## config.mk

```make
export PLATFORM = sky130hd
export DESIGN_NAME = mmio_write_buffer
export DESIGN_NICKNAME = d
export VERILOG_FILES = /design/src/rtl/mmio_write_buffer.sv
export SDC_FILE = /design/constraint.sdc
export NUM_CORES = 1
export LEC_CHECK = 0
export CORE_MARGIN = 2
export CORE_UTILIZATION = 40
export CTS_CLUSTER_SIZE = 8
export DETAILED_ROUTE_END_ITERATION = 8
export PLACE_DENSITY = 0.73
export SYNTH_ARGS = -nofsm -noshare
export SYNTH_HDL_FRONTEND = slang
export SYNTH_SLANG_ARGS = --single-unit
```

## constraint.sdc

```tcl
create_clock -name clk -period 2.37 [get_ports clk]
set_input_delay 0.474 -clock clk [delete_from_list [all_inputs] [get_ports clk]]
set_output_delay 0.474 -clock clk [all_outputs]
set_load 0.01 [all_outputs]
```

## src/rtl/mmio_write_buffer.sv

```systemverilog
// Store steering between the CPU, data RAM and an MMIO FIFO that drains to a slow peripheral bus.
// Optional WRBUF_DROP_CNT_EN adds a saturating dropped-store counter readable at offset 0xF8.
module mmio_write_buffer #(
  parameter int unsigned DEPTH     = 4,
  parameter logic [31:0] BASE_ADDR = 32'h0000_1000
) (
  input  logic        clk,
  input  logic        reset,
  input  logic        MemWrite,
  input  logic [31:0] Mem_WrAddr,
  input  logic [31:0] Mem_WrData,
  output logic [31:0] ReadData,
  input  logic [31:0] ram_rdata,
  output logic        ram_we,
  output logic        bus_valid,
  output logic [7:0]  bus_addr,
  output logic [31:0] bus_data,
  input  logic        bus_ready,
  output logic        overflow
);

  localparam int unsigned PW = (DEPTH > 1) ? $clog2(DEPTH) : 1;
  localparam int unsigned CW = $clog2(DEPTH) + 1;
  localparam logic [CW-1:0] DepthCnt = CW'(DEPTH);

  logic [PW-1:0] rd_ptr_q, rd_ptr_d, wr_ptr_q, wr_ptr_d;
  logic [CW-1:0] count_q, count_d;
  logic          overflow_q, overflow_d;
  logic [39:0]   mem_q [DEPTH];
  logic [39:0]   head;

  logic       hit, is_status, is_drop_reg, enq, deq, do_enq, drop, clr, empty, full;
  logic [7:0] off;

  assign hit         = (Mem_WrAddr[31:8] == BASE_ADDR[31:8]);
  assign off         = Mem_WrAddr[7:0];
  assign is_status   = hit && (off == 8'hFC);
  assign is_drop_reg = hit && (off == 8'hF8);

  assign empty = (count_q == '0);
  assign full  = (count_q == DepthCnt);

  assign ram_we    = MemWrite && !hit;
  assign enq       = MemWrite && hit && !is_status && !is_drop_reg;
  assign bus_valid = !empty;
  assign deq       = bus_valid && bus_ready;
  // A full FIFO still accepts a store when the head leaves in the same cycle.
  assign do_enq    = enq && (!full || deq);
  assign drop      = enq && full && !deq;
  assign clr       = MemWrite && is_status && Mem_WrData[0];

  always_comb begin
    rd_ptr_d   = rd_ptr_q;
    wr_ptr_d   = wr_ptr_q;
    count_d    = count_q;
    overflow_d = overflow_q;
    if (deq)    rd_ptr_d = rd_ptr_q + PW'(1);
    if (do_enq) wr_ptr_d = wr_ptr_q + PW'(1);
    case ({do_enq, deq})
      2'b10:   count_d = count_q + CW'(1);
      2'b01:   count_d = count_q - CW'(1);
      default: count_d = count_q;
    endcase
    if (drop)     overflow_d = 1'b1;
    else if (clr) overflow_d = 1'b0;
  end

  always_ff @(posedge clk or negedge reset) begin
    if (!reset) begin
      rd_ptr_q   <= '0;
      wr_ptr_q   <= '0;
      count_q    <= '0;
      overflow_q <= 1'b0;
    end else begin
      rd_ptr_q   <= rd_ptr_d;
      wr_ptr_q   <= wr_ptr_d;
      count_q    <= count_d;
      overflow_q <= overflow_d;
    end
  end

  // Storage is not reset; empty masking keeps stale entries off the bus.
  always_ff @(posedge clk) begin
    if (do_enq) mem_q[wr_ptr_q] <= {off, Mem_WrData};
  end

  assign head     = mem_q[rd_ptr_q];
  assign bus_addr = empty ? 8'h00 : head[39:32];
  assign bus_data = empty ? 32'h0 : head[31:0];
  assign overflow = overflow_q;

`ifdef WRBUF_DROP_CNT_EN
  logic [15:0] drop_cnt_q, drop_cnt_d;

  always_comb begin
    drop_cnt_d = drop_cnt_q;
    if (drop) begin
      if (drop_cnt_q != 16'hFFFF) drop_cnt_d = drop_cnt_q + 16'd1;
    end else if (clr) begin
      drop_cnt_d = 16'h0;
    end
  end

  always_ff @(posedge clk or negedge reset) begin
    if (!reset) drop_cnt_q <= 16'h0;
    else        drop_cnt_q <= drop_cnt_d;
  end
`endif

  always_comb begin
    ReadData = ram_rdata;
    if (is_status) begin
      ReadData = {overflow_q, 13'b0, full, empty, 16'(count_q)};
    end else if (is_drop_reg) begin
`ifdef WRBUF_DROP_CNT_EN
      ReadData = {16'b0, drop_cnt_q};
`else
      ReadData = 32'h0;
`endif
    end
  end

endmodule

```

== Word-level counts from Yosys, hierarchy flattened ==
Memories as Yosys holds them, arrays and structs flattened.
Cells that the tools add are included.
Word-level totals
  register bits: 8
  bits in writable memories: 160
  input port bits: 100
  output and inout bits: 75
  word-level logic and storage cells: 46
  memories: 1
Cells by class
  add/subtract/negate cells: 4
  eq/ne operators: 6
  mux-type cells: 9
  reductions and logical operators: 22
Memory list
  mem_q: words 4, width 40, read ports 1, clocked after memory_dff 0, write ports 1, RTL line 29  | logic [39:0] mem_q [DEPTH];
Operators by type and width (count)
  two-way mux 32 bit: 3
  equality test 24 x 5 -> 1 bit, second input constant: 1
  equality test 8 bit, second input constant: 2
  logical AND 1 bit: 12
  two-way mux 8 bit: 1
  zero test 1 bit: 6
  one-hot mux 3 bit (2 select lines): 1
  adder 2 x 1 -> 2 bit, second input constant: 2
  two-way mux 1 bit: 4
  nonzero test 2 bit: 2
  adder 3 x 1 -> 3 bit, second input constant: 1
  equality test 3 bit, second input constant: 1
  zero test 3 bit: 1
  subtractor 3 x 1 -> 3 bit, second input constant: 1
  equality test 2 x 1 -> 1 bit, second input constant: 1
  equality test 2 bit, second input constant: 1
  logical OR 1 bit: 1

== Longest topological paths before layout ==
Gate-level depths: netlist of the first run.
  word-level depth: 8
  depth in mapped cells: 11

== Worst setup path after synthesis of the first run ==
OpenSTA, ideal clock, no wires.
  path type: in2reg
  from: input port Mem_WrAddr[20]
  to: register count_q[2]
  setup time: 0.083 ns
  data arrival time: 2.304 ns
  path slack: -0.017 ns
  stages on the path: 11
  path through: nor4_4 nand4_4 nor3_4 buf_6 nor2_1 fa_1 nor2b_1 o21ai_0 o41ai_1 nand3b_1 o21ai_0
Between the ends
  cells in the longest elaborated chain, start to end: 8
  elaborated cells between the ends (all ways): 13
  those cells by class: eq/ne (3); mux (1); reduce/logical (9)
Ends and longest elaborated chain
  start, declared: RTL line 10  | input logic [31:0] Mem_WrAddr,
  equality test 24 x 5 -> 1 bit *: RTL line 35  | assign hit = (Mem_WrAddr[31:8] == BASE_ADDR[31:8]);
  logical AND 1 bit: RTL line 37  | assign is_status = hit && (off == 8'hFC);
  zero test 1 bit: RTL line 44  | assign enq = MemWrite && hit && !is_status && !is_drop_reg;
  logical AND 1 bit: RTL line 44
  logical AND 1 bit *: RTL line 44
  logical AND 1 bit *: RTL line 48  | assign do_enq = enq && (!full || deq);
  equality test 2 x 1 -> 1 bit / equality test 2 bit (equally long branches): RTL line 59  | case ({do_enq, deq})
  one-hot mux 3 bit (2 select lines) / nonzero test 2 bit (equally long branches)
  end signal, assigned: RTL line 77  | count_q <= count_d;
  end, declared: RTL line 27  | logic [CW-1:0] count_q, count_d;
Mark *: on every way between the ends. The rest lies on a longest branch, timed or not.
A chain may end at the register's enable or synchronous reset.

== Worst setup path after layout of the first run ==
  from: input port Mem_WrAddr[8]
  to: output port ReadData[1]
Between the ends
  cells in the longest elaborated chain, start to end: 4
  elaborated cells between the ends (all ways): 5
  those cells by class: eq/ne (1); mux (2); reduce/logical (2)
Ends and longest elaborated chain
  equality test 24 x 5 -> 1 bit *: RTL line 35
  logical AND 1 bit: RTL line 38  | assign is_drop_reg = hit && (off == 8'hF8);
  two-way mux 32 bit: RTL line 114  | end else if (is_drop_reg) begin
  two-way mux 32 bit *: RTL line 112  | if (is_status) begin
  end, declared: RTL line 12  | output logic [31:0] ReadData,
Marks and branches as above.

==> metrics.log, run 1 <==
[metrics] status: finished with violations
[metrics] violations in the final reports: negative setup slack
[metrics] largest net degree at the start of global routing: 41
[metrics] Cell variety after synth: 45
[metrics] worst hold slack: 0.361 ns
[metrics] most used standard cell by instance count after synthesis: edfxtp_1
[metrics] Data arrival, critical path: 1.99 ns
[metrics] y dimension of the die: 137 um
[metrics] Final Hold Vio Count: 0
[metrics] cell count after synthesis: 383
[metrics] number of remaining DRC errors: 0
[metrics] crit path setup slack, layout: -0.0987 ns
[metrics] x dimension of the die: 137 um
[metrics] global-route congestion overflow total: 0
[metrics] top cells by instance count after synthesis: edfxtp_1, nor2b_1, mux4_2, inv_1, o21ai_0
[metrics] Slew HR: 0.720
[metrics] Starting Density: 0.410
[metrics] max-capacitance violation count: 0
[metrics] Bufs on Longest Clock Path: 2
[metrics] TritonCTS clock tree: built
[metrics] cells traversed along the worst timing path: buf_6, nor4_4, nand4_4, nor4_4, buf_6, buf_12, buf_12, o21ai_1, buf_2
[metrics] post-detailed-placement cell area: 0.00957 mm2
[metrics] post-synth net total: 488
[metrics] kind of start point of the critical path: primary input
[metrics] total power per unit cell area: 756 mW/mm2
[metrics] number of ports placed on the die boundary: 175
[metrics] global-route wire length before repair: 24600 um
[metrics] FFs w/ async S/R, synth: 0.0476
[metrics] Crit Path Max Fanout: 8
[metrics] number of DRC violations after detailed-routing iteration 0: 200
[metrics] final setup fails: 53
[metrics] maximum operating frequency: 405 MHz
[metrics] number of I/O port buffers: 174
[metrics] Clock Latency Late Sink: 0.42 ns
[metrics] Leak Pwr: 3.76 nW
[metrics] final weighted congestion of routability-driven global placement: 0.789
[metrics] top-area cell type share of the netlist area: 0.675
[metrics] average footprint of a synthesized cell: 18.6 um2
[metrics] CP bufs+invs: 5
[metrics] synth warn: 0
[metrics] vias per cell: 5.01
[metrics] Post-Route WL: 16100 um
[metrics] initial antenna violation count: 0
[metrics] detail-routed net length per standard cell: 18.5 um
[metrics] Diodes inserted: 0
[metrics] H-tree depth: 4
[metrics] share of the core filled with cells: 0.593
[metrics] Worst IR Drop VDD: 0.000611 V
[metrics] vias in the first global route: 4716
[metrics] number of clock buffers inserted by TritonCTS: 17
[metrics] clock transition at the register clock pins on the worst setup and hold paths after CTS: 0.06 ns
[metrics] actual slew at the worst max-slew pin: 0.419 ns
[metrics] area of the die: 0.0189 mm2
[metrics] clock root buffer: clkbuf_16
[metrics] share of synthesized area occupied by flip-flops and latches: 0.704
[metrics] setup repair after global routing missed its margin: true
[metrics] WP data required: 1.90 ns
[metrics] cell type with the largest total area after synthesis: edfxtp_1
[metrics] number of iterations in the first detailed-routing pass: 4
[metrics] GRT Overall Usage: 0.180
[metrics] layout-stage area growth over the synthesis result: 44.6%
[metrics] period utilization: 1.04
[metrics] share of post-route cells with drive strength above 1: 0.426
[metrics] post-DP HPWL: 10600 um
[metrics] total number of clock tree sinks: 168
[metrics] total count of max-transition violations in the final report: 0
[metrics] number of fillers in the final layout: 1329
[metrics] top cells by area in the synthesized netlist: edfxtp_1, mux4_2, nor2b_1
[metrics] Final Instance Area: 0.0103 mm2
[metrics] Post-DRT Antenna Nets: 0
[metrics] shortest period the worst path allows: 2.47 ns
[metrics] count of nets after finishing: 733
[metrics] number of synthesized register bits: 168
[metrics] area of the core region: 0.0174 mm2
[metrics] number of flops mapped to enable cells by yosys: 160
[metrics] Worst Hold Class: primary input to asynchronous set/reset pin
[metrics] crit end category: output port
[metrics] category of the critical setup timing path: primary input to output port
[metrics] Worst Clk Skew: 0.0103 ns
[metrics] cell type group with the largest total delay on the critical path: simple AND/OR/NAND/NOR gates
[metrics] worst-path cell with the longest stage delay: nor4_4
[metrics] Crit path largest cell delay: 0.32 ns
[metrics] cell row count: 48
[metrics] total via count after detailed routing: 4338
[metrics] most used flip-flop cell after synthesis: edfxtp_1
[metrics] post-synth design cell area: 0.00711 mm2
-- layer usage --
layer / up-vias / global-route usage / wire length, um
met5: - / 0 / 0
met4: 0 / 0.0636 / 203
met3: 10 / 0.0449 / 830
met2: 161 / 0.325 / 8640
met1: 2179 / 0.208 / 6380
li1: 1988 / - / -
-- worst register-to-register path, stage by stage, from the launching register on --
cell and delay (ns):
dfrtp_1 0.40, nor3_4 0.30, inv_1 0.15, nand2_1 0.19, nor2_4 0.06, fa_2 0.39, nor2b_4 0.14, o21ai_0 0.06
o41ai_1 0.07, nand3b_1 0.15, o21ai_1 0.09
-- cells in the final DEF, fill, tap and decap left out, types with 3 or more instances in the layout --
master / count
buf_8: 3
and3_2: 4
ha_1: 4
buf_6: 28
clkbuf_16: 17
xnor2_1: 3
buf_2: 65
dfrtp_1: 6
inv_1: 13
o21ai_1: 5
buf_4: 40
dlymetal6s2s_1: 4
clkinvlp_4: 4
nor4_4: 6
clkdlybuf4s50_1: 71
nor2b_4: 13
dlygate4sd2_1: 8
clkinv_1: 4
clkdlybuf4s15_1: 3
nand3_1: 3
nor2b_1: 52
buf_12: 20
nand3b_1: 3
mux4_2: 40
inv_6: 4
nor2_1: 3
edfxtp_1: 160
nand2_1: 5
nand3_2: 4
-- worst paths after layout --
path                                     from      endpoint  slack, ns  depth (start not counted)
worst min register to register    wr_ptr_q[0]   wr_ptr_q[0]       0.56                          1
worst min-delay path                    reset    count_q[0]       0.36                          1
max in group asynchronous               reset   rd_ptr_q[0]       1.68                          1
worst max register to register     count_q[2]    count_q[2]       0.28                         10
worst max-delay path            Mem_WrAddr[8]   ReadData[1]       -0.1                          9
min in group clk                Mem_WrAddr[7]  mem_q[0][39]       0.40                          2
-- registers in the layout, indices dropped and copies added, names as in the netlist --
register,count
count_q,3
mem_q,160
overflow,1
rd_ptr_q,2
wr_ptr_q,2
-- kinds of logic (layout without fill, tap and decap cells) --
logic type,Yosys count,count (layout),share of synthesized area
fa+ha+maj,5,5,0.00985
mux,43,43,0.131
xor+xnor,4,4,0.00493
buf+inv,33,291,0.0202
simple gates,111,111,0.112
compound gates,19,19,0.0179
flops,168,168,0.704
-- per-stage QoR --
step	setup TNS [ns]	std cells	worst slack [ns]	total power, mW
3_3_place_gp	-90.16	802	-0.694	4.98
3_5_place_dp	-103.61	802	-0.779	5.00
5_1_grt	-7.57	866	-0.164	8.10
4_1_cts	-6.27	864	-0.183	7.91
2_1_floorplan	0	383	0.0196	4.39
6_report	-2.77	866	-0.0987	7.78
-- timing repair --
item	in CTS	in global routing
gates resized for setup	402	51
endpoints found under the setup margin	235	74
pin swaps	13	8
cloned	4	0
setup buffers	27	6
hold buffers	0	0
endpoints found under the hold margin	0	0
-- power by group --
part           leakage [nW]  switching, mW  internal [mW]
clock network         0.247           1.10           1.34
registers              1.54         0.0516           3.27
logic                  1.97          0.670           1.34
total                  3.76           1.82           5.95
-- layout make-up --
type,count,area (um2),area share
Inverter,13,48.8,0.00474
Timing Repair Buffer,246,2280,0.222
Clock inverter,15,103,0.00997
Tap cell,225,282,0.0274
Clock buffer,17,425,0.0414
Sequential cell,168,5010,0.487
Multi-Input combinational cell,182,2140,0.208
(Power assumes the default switching activity.)
==> run 2, diff against run 1 <==
- CORE_MARGIN: 2 -> 5
- CORE_UTILIZATION: 40 -> 49
- PLACE_DENSITY: 0.73 -> 0.85
==> metrics.log, run 2 (same netlist as run 1, synthesis figures left out) <==
[metrics] largest registers: mem_q x160, count_q x3
[metrics] cell type with the highest occurrence count on the critical path: buf_12
[metrics] violations in the final reports: negative setup slack
[metrics] maximum operating frequency: 392 MHz (-3.1%)
[metrics] cell type group with the largest total delay on the critical path: buffers and inverters
[metrics] Diodes inserted: 0 (unchanged)
[metrics] Bufs on Longest Clock Path: 2 (unchanged)
[metrics] WP data required: 1.90 ns (about the same)
[metrics] worst hold slack: 0.295 ns (-0.0669 ns)
[metrics] setup repair after global routing missed its margin: true
[metrics] Worst Clk Skew: 0.00862 ns (-0.00168 ns)
[metrics] Endpoint, Worst Hold: mem_q[3][39]
[metrics] number of fillers in the final layout: 888 (-33%)
[metrics] number of flip-flops in the largest register: 160 (unchanged)
[metrics] CP bufs+invs: 5 (unchanged)
[metrics] final setup fails: 36 (-32%)
[metrics] Clock Latency Late Sink: 0.41 ns (about the same)
[metrics] category of the critical setup timing path: flip-flop to output port
[metrics] leading cell type in the layout, fill and taps excluded: edfxtp_1
[metrics] number of ports placed on the die boundary: 175 (unchanged)
[metrics] share of post-route cells with drive strength above 1: 0.445 (+0.0194)
[metrics] layout-stage area growth over the synthesis result: 46.1%
[metrics] cells traversed along the worst timing path: buf_12, buf_12, buf_16, buf_4, mux4_2, nor2b_4, buf_6
[metrics] shortest period the worst path allows: 2.55 ns (+0.0801 ns)
[metrics] initial antenna violation count: 0 (unchanged)
[metrics] total count of max-transition violations in the final report: 0 (unchanged)
[metrics] max-capacitance violation count: 0 (unchanged)
[metrics] FF-to-FF Start: count_q[2]
[metrics] period utilization: 1.08 (+0.0338)
[metrics] Worst Hold Class: primary input to flip-flop
[metrics] detail-routed net length per standard cell: 21.2 um (+14%)
[metrics] Worst IR Drop VDD: 0.000580 V (-5.2%)
[metrics] clock network power share: 0.327 (+0.014)
[metrics] sequential share of power: 0.400 (-0.028)
[metrics] clock transition at the register clock pins on the worst setup and hold paths after CTS: 0.06 ns (about the same)
[metrics] top library cells by usage in the layout, fill and taps aside: edfxtp_1, clkdlybuf4s50_1, nor2b_1
[metrics] worst-path cell with the longest stage delay: dfrtp_2
[metrics] net switching power of the design: 1.87 mW (+2.5%)
[metrics] Total Power: 8.27 mW (+6.4%)
[metrics] Crit Path Max Fanout: 4 (-4)
[metrics] number of remaining DRC errors: 0 (unchanged)
[metrics] setup TNS: -2.09 ns (+0.687 ns)
[metrics] area of the core region: 0.0144 mm2 (-17%)
[metrics] Post-Route WL: 17600 um (+9.9%)
[metrics] combinational share of power: 0.273 (+0.014)
[metrics] Largest Register: mem_q
[metrics] reg-to-reg critical path endpoint: count_q[2]
[metrics] crit path setup slack, layout: -0.179 ns (-0.0801 ns)
[metrics] number of I/O port buffers: 174 (unchanged)
[metrics] total power per unit cell area: 796 mW/mm2 (+5.3%)
[metrics] Crit path largest cell delay: 0.44 ns (+0.12 ns)
[metrics] H-tree depth: 4 (unchanged)
[metrics] vias in the first global route: 4890 (+3.7%)
[metrics] GRT Overall Usage: 0.213 (+0.0327)
[metrics] Post-DRT Antenna Nets: 0 (unchanged)
[metrics] global-route wire length before repair: 26300 um (+6.9%)
[metrics] total via count after detailed routing: 4471 (+3.1%)
[metrics] y dimension of the die: 130 um (-5.0%)
[metrics] crit end category: output port
[metrics] proportion of total power due to net switching: 0.226 (-0.00858)
[metrics] count of nets after finishing: 743 (+1.4%)
[metrics] cell row count: 44 (-8.3%)
[metrics] worst reg-to-reg path cell count: 10 (unchanged)
[metrics] Slew HR: 0.746 (+0.0261)
[metrics] vias per cell: 5.37 (+7.1%)
[metrics] Leak Pwr: 3.82 nW (+1.6%)
[metrics] global-route congestion overflow total: 0 (unchanged)
[metrics] total internal power: 6.40 mW (+7.6%)
[metrics] hold path startpoint: Mem_WrAddr[7]
[metrics] total number of clock tree sinks: 168 (unchanged)
[metrics] Data arrival, critical path: 2.07 ns (+0.08 ns)
[metrics] number of clock buffers inserted by TritonCTS: 17 (unchanged)
[metrics] Hold Path Stages: 1
[metrics] x dimension of the die: 130 um (-5.0%)
[metrics] actual slew at the worst max-slew pin: 0.380 ns (-0.0390 ns)
[metrics] worst setup slack for register-to-register paths: 0.18 ns (-0.10 ns)
[metrics] Critical Path Source: rd_ptr_q[0]
[metrics] final weighted congestion of routability-driven global placement: 0.896 (+14%)
[metrics] number of DRC violations after detailed-routing iteration 0: 373 (+87%)
[metrics] kind of start point of the critical path: flip-flop
[metrics] Starting Density: 0.495 (+0.0852)
[metrics] status: finished with violations
[metrics] area of the die: 0.0170 mm2 (-9.7%)
[metrics] post-DP HPWL: 11800 um (+11%)
[metrics] clock root buffer: clkbuf_16
[metrics] TritonCTS clock tree: built
[metrics] Final Hold Vio Count: 0 (unchanged)
[metrics] number of iterations in the first detailed-routing pass: 5 (+1)
[metrics] largest net degree at the start of global routing: 29 (-29%)
run 2: cell types whose count changed in the layout (fill, tap and decap cells not counted), moves of 4 or more:
cell,delta
clkdlybuf4s15_1,+4
dlymetal6s2s_1,-4
buf_6,+5
buf_2,-13
clkbuf_2,+20
dlygate4sd2_1,-4
run 2: area by class of cell:
type                            count  area [um2]  area share
Tap cell                          184         230      0.0222
Clock inverter                     13         154      0.0148
Inverter                           13        48.8     0.00470
Sequential cell                   168        5010       0.482
Timing Repair Buffer              256        2370       0.229
Clock buffer                       17         425      0.0409
Multi-Input combinational cell    182        2150       0.207
run 2: per-stage QoR:
step | setup slack [ns] | area [um2] | util | std cells
2_1_floorplan | 0.0196 | 7150 | - | 383
3_3_place_gp | -0.731 | 9540 | 0.664 | 766
3_5_place_dp | -0.795 | 9540 | 0.664 | 766
4_1_cts | -0.199 | 10300 | 0.718 | 824
5_1_grt | -0.242 | 10400 | 0.723 | 833
6_report | -0.179 | 10400 | 0.723 | 833
run 2: worst reg2reg max path, stage by stage (launching register included):
cell      delay (ns)
dfrtp_1         0.41
nor3_4          0.29
inv_1           0.15
nand2_1         0.17
nor2_4          0.06
fa_2            0.37
buf_4           0.15
a21o_1          0.15
o41ai_1         0.07
nand3b_1        0.17
o21ai_0         0.09
run 2: repair_timing:
| item | 4_1_cts | 5_1_grt |
|---|---|---|
| hold buffers | 0 | 0 |
| setup endpoints to repair | 230 | 70 |
| gates cloned | 5 | 0 |
| gates resized for setup | 392 | 70 |
| setup buffers | 23 | 13 |
| pin swaps | 8 | 4 |
run 2: metal layers:
layer,up-vias,track usage,part of all wire
li1,2006,-,-
met1,2215,0.233,0.35
met2,212,0.388,0.54
met3,38,0.0606,0.074
met4,0,0.0841,0.030
met5,-,0,0
run 2: power groups by stage:
stage / Combinational (mW) / Sequential, mW / Clock [mW]
after detailed placement: 1.60 / 3.37 / 0
after global routing: 2.40 / 3.31 / 2.91
after floorplan: 1.05 / 3.33 / 0
after global placement: 1.59 / 3.37 / 0
final: 2.26 / 3.31 / 2.71
after CTS: 2.28 / 3.31 / 2.75
run 2: worst max-delay path by stage:
stage | cells after the start | slack [ns] | to
global placement | 8 | -0.73 | ReadData[2]
finish | 7 | -0.18 | bus_data[31]
global route | 7 | -0.24 | bus_data[31]
floorplan | 11 | 0.02 | count_q[2]
CTS | 7 | -0.20 | bus_data[22]
detailed placement | 8 | -0.79 | ReadData[28]
==> run 3, diff against run 2 <==
- CORE_UTILIZATION: 49 -> 63
- DONT_BUFFER_PORTS: unset -> 1
- SKIP_CTS_REPAIR_TIMING: unset -> 1
==> metrics.log, run 3 (same netlist as run 1, synthesis figures left out) <==
[metrics] net switching power of the design: 1.76 mW (-5.8%)
[metrics] number of iterations in the first detailed-routing pass: 5 (unchanged)
[metrics] top library cells by usage in the layout, fill and taps aside: edfxtp_1, nor2b_1, mux4_2
[metrics] global-route congestion overflow total: 0 (unchanged)
[metrics] Slew HR: 0.669 (-0.0769)
[metrics] largest net degree at the start of global routing: 42 (+45%)
[metrics] layout-stage area growth over the synthesis result: 16.9%
[metrics] dpl cells: 526 (-31%)
[metrics] category of the critical setup timing path: flip-flop to output port
[metrics] share of post-route cells with drive strength above 1: 0.297 (-0.148)
[metrics] post-DP HPWL: 10500 um (-11%)
[metrics] final weighted congestion of routability-driven global placement: 0.837 (-6.6%)
[metrics] final setup fails: 0 (-100%)
[metrics] kind of start point of the critical path: flip-flop
[metrics] H-tree depth: 4 (unchanged)
[metrics] vias per cell: 6.46 (+20%)
[metrics] vias in the first global route: 3939 (-19%)
[metrics] crit end category: output port
[metrics] Post-Route WL: 16200 um (-8.3%)
[metrics] number of remaining DRC errors: 0 (unchanged)
[metrics] area of the die: 0.0135 mm2 (-21%)
[metrics] initial antenna violation count: 4 (+4)
[metrics] Final Instance Area: 0.00832 mm2 (-20%)
[metrics] number of DRC violations after detailed-routing iteration 0: 327 (-12%)
[metrics] WP data required: 1.90 ns (about the same)
[metrics] Total Power: 7.67 mW (-7.3%)
[metrics] total count of max-transition violations in the final report: 0 (unchanged)
[metrics] Clock Latency Late Sink: 0.42 ns (about the same)
[metrics] total via count after detailed routing: 3677 (-18%)
[metrics] Bufs on Longest Clock Path: 2 (unchanged)
[metrics] Worst IR Drop VDD: 0.000643 V (+11%)
[metrics] TritonCTS clock tree: built
[metrics] actual slew at the worst max-slew pin: 0.492 ns (+0.111 ns)
[metrics] Leak Pwr: 2.69 nW (-30%)
[metrics] clock transition at the register clock pins on the worst setup and hold paths after CTS: 0.07 ns (about the same)
[metrics] max-capacitance violation count: 0 (unchanged)
[metrics] count of nets after finishing: 519 (-30%)
[metrics] Worst Clk Skew: 0.0137 ns (+0.00506 ns)
[metrics] sequential share of power: 0.435 (+0.035)
[metrics] combinational share of power: 0.195 (-0.078)
[metrics] Crit Path Max Fanout: 8 (+4)
[metrics] area of the core region: 0.0109 mm2 (-24%)
[metrics] y dimension of the die: 116 um (-11%)
[metrics] period utilization: 0.984 (-0.0912)
[metrics] setup repair after global routing missed its margin: true
[metrics] post-detailed-placement cell area: 0.00755 mm2 (-21%)
[metrics] GRT Overall Usage: 0.242 (+0.0297)
[metrics] cell row count: 38 (-14%)
[metrics] total number of clock tree sinks: 168 (unchanged)
[metrics] x dimension of the die: 116 um (-11%)
[metrics] number of I/O port buffers: 0 (-100%)
[metrics] number of flip-flops in the largest register: 160 (unchanged)
[metrics] largest registers: mem_q x160, count_q x3
[metrics] pre-CTS setup slack: -0.0102 ns (+0.784 ns)
[metrics] detail-routed net length per standard cell: 28.4 um (+34%)
[metrics] number of clock buffers inserted by TritonCTS: 17 (unchanged)
[metrics] Largest Register: mem_q
[metrics] shortest period the worst path allows: 2.33 ns (-0.216 ns)
[metrics] number of ports placed on the die boundary: 175 (unchanged)
[metrics] Worst Hold Class: primary input to flip-flop
[metrics] Final Hold Vio Count: 0 (unchanged)
[metrics] clock network power share: 0.370 (+0.043)
[metrics] total internal power: 5.91 mW (-7.7%)
[metrics] clock root buffer: clkbuf_16
[metrics] Post-DRT Antenna Nets: 0 (unchanged)
[metrics] Starting Density: 0.650 (+0.155)
[metrics] Data arrival, critical path: 1.86 ns (-0.21 ns)
[metrics] proportion of total power due to net switching: 0.229 (+0.00350)
[metrics] crit path setup slack, layout: 0.0372 ns (+0.216 ns)
[metrics] leading cell type in the layout, fill and taps excluded: edfxtp_1
[metrics] global-route wire length before repair: 23100 um (-12%)
[metrics] status: completed
[metrics] total power per unit cell area: 923 mW/mm2 (+16%)
[metrics] non-filler instance count after layout: 569 (-32%)
[metrics] maximum operating frequency: 429 MHz (+9.3%)
run 3: changes by cell type in the layout (fill, tap and decap cells not counted), sizes merged:
| cell | change |
|---|---|
| clkinv | -2 |
| diode | +2 |
| clkdlybuf4s15 | -8 |
| dlygate4sd3 | +1 |
| clkbuf | -20 |
| dlygate4sd2 | -4 |
| inv | +4 |
| clkdlybuf4s50 | -70 |
| buf | -123 |
run 3: stage by stage:
stage | TNS, ns | hold WS [ns] | util
after CTS | -2.10 | -0.270 | 0.747
after floorplan | 0 | 0.178 | -
final | 0 | 0.140 | 0.760
after detailed placement | -0.0102 | 0.179 | 0.691
after global placement | 0 | 0.179 | 0.691
after global routing | -0.0280 | 0.118 | 0.760
run 3: final timing paths:
check                      cells past startpoint  slack [ns]            from            to
setup / recovery                               4        0.04     rd_ptr_q[0]  bus_data[25]
hold / removal                                 0        0.14  Mem_WrData[20]  mem_q[1][20]
setup reg to reg                              10        0.20      count_q[2]    count_q[2]
hold reg to reg                                1        0.56     wr_ptr_q[0]   wr_ptr_q[0]
max in group asynchronous                      1        1.62           reset   rd_ptr_q[1]
min in group asynchronous                      1        0.42           reset   rd_ptr_q[1]
run 3: area by class of cell:
cell class,instances,area [um2]
diodes,2,5.00
fillers,592,2620
well taps,140,175
clock buffers,17,425
clock inverters,15,190
repair buffers,32,448
multi-input cells,182,2010
inverters,13,48.8
flip-flops and latches,168,5010
run 3: critical path, stage by stage (launching register included):
cell,delay (ns)
dfrtp_2,0.40
buf_4,0.16
clkbuf_16,0.17
mux4_2,0.51
nor2b_1,0.20
run 3: power groups by stage:
stage                     logic, mW  registers [mW]  clock network [mW]
after global routing           1.61            3.34                3.03
after global placement         1.18            3.46                   0
after detailed placement       1.19            3.46                   0
final                          1.49            3.34                2.84
after floorplan                1.05            3.33                   0
after CTS                      1.21            3.40                2.86
run 3: per-layer routing:
layer / part of all wire / GRT usage
met5: 0 / 0
met4: 0.029 / 0.108
met3: 0.093 / 0.0912
met2: 0.53 / 0.404
met1: 0.35 / 0.282
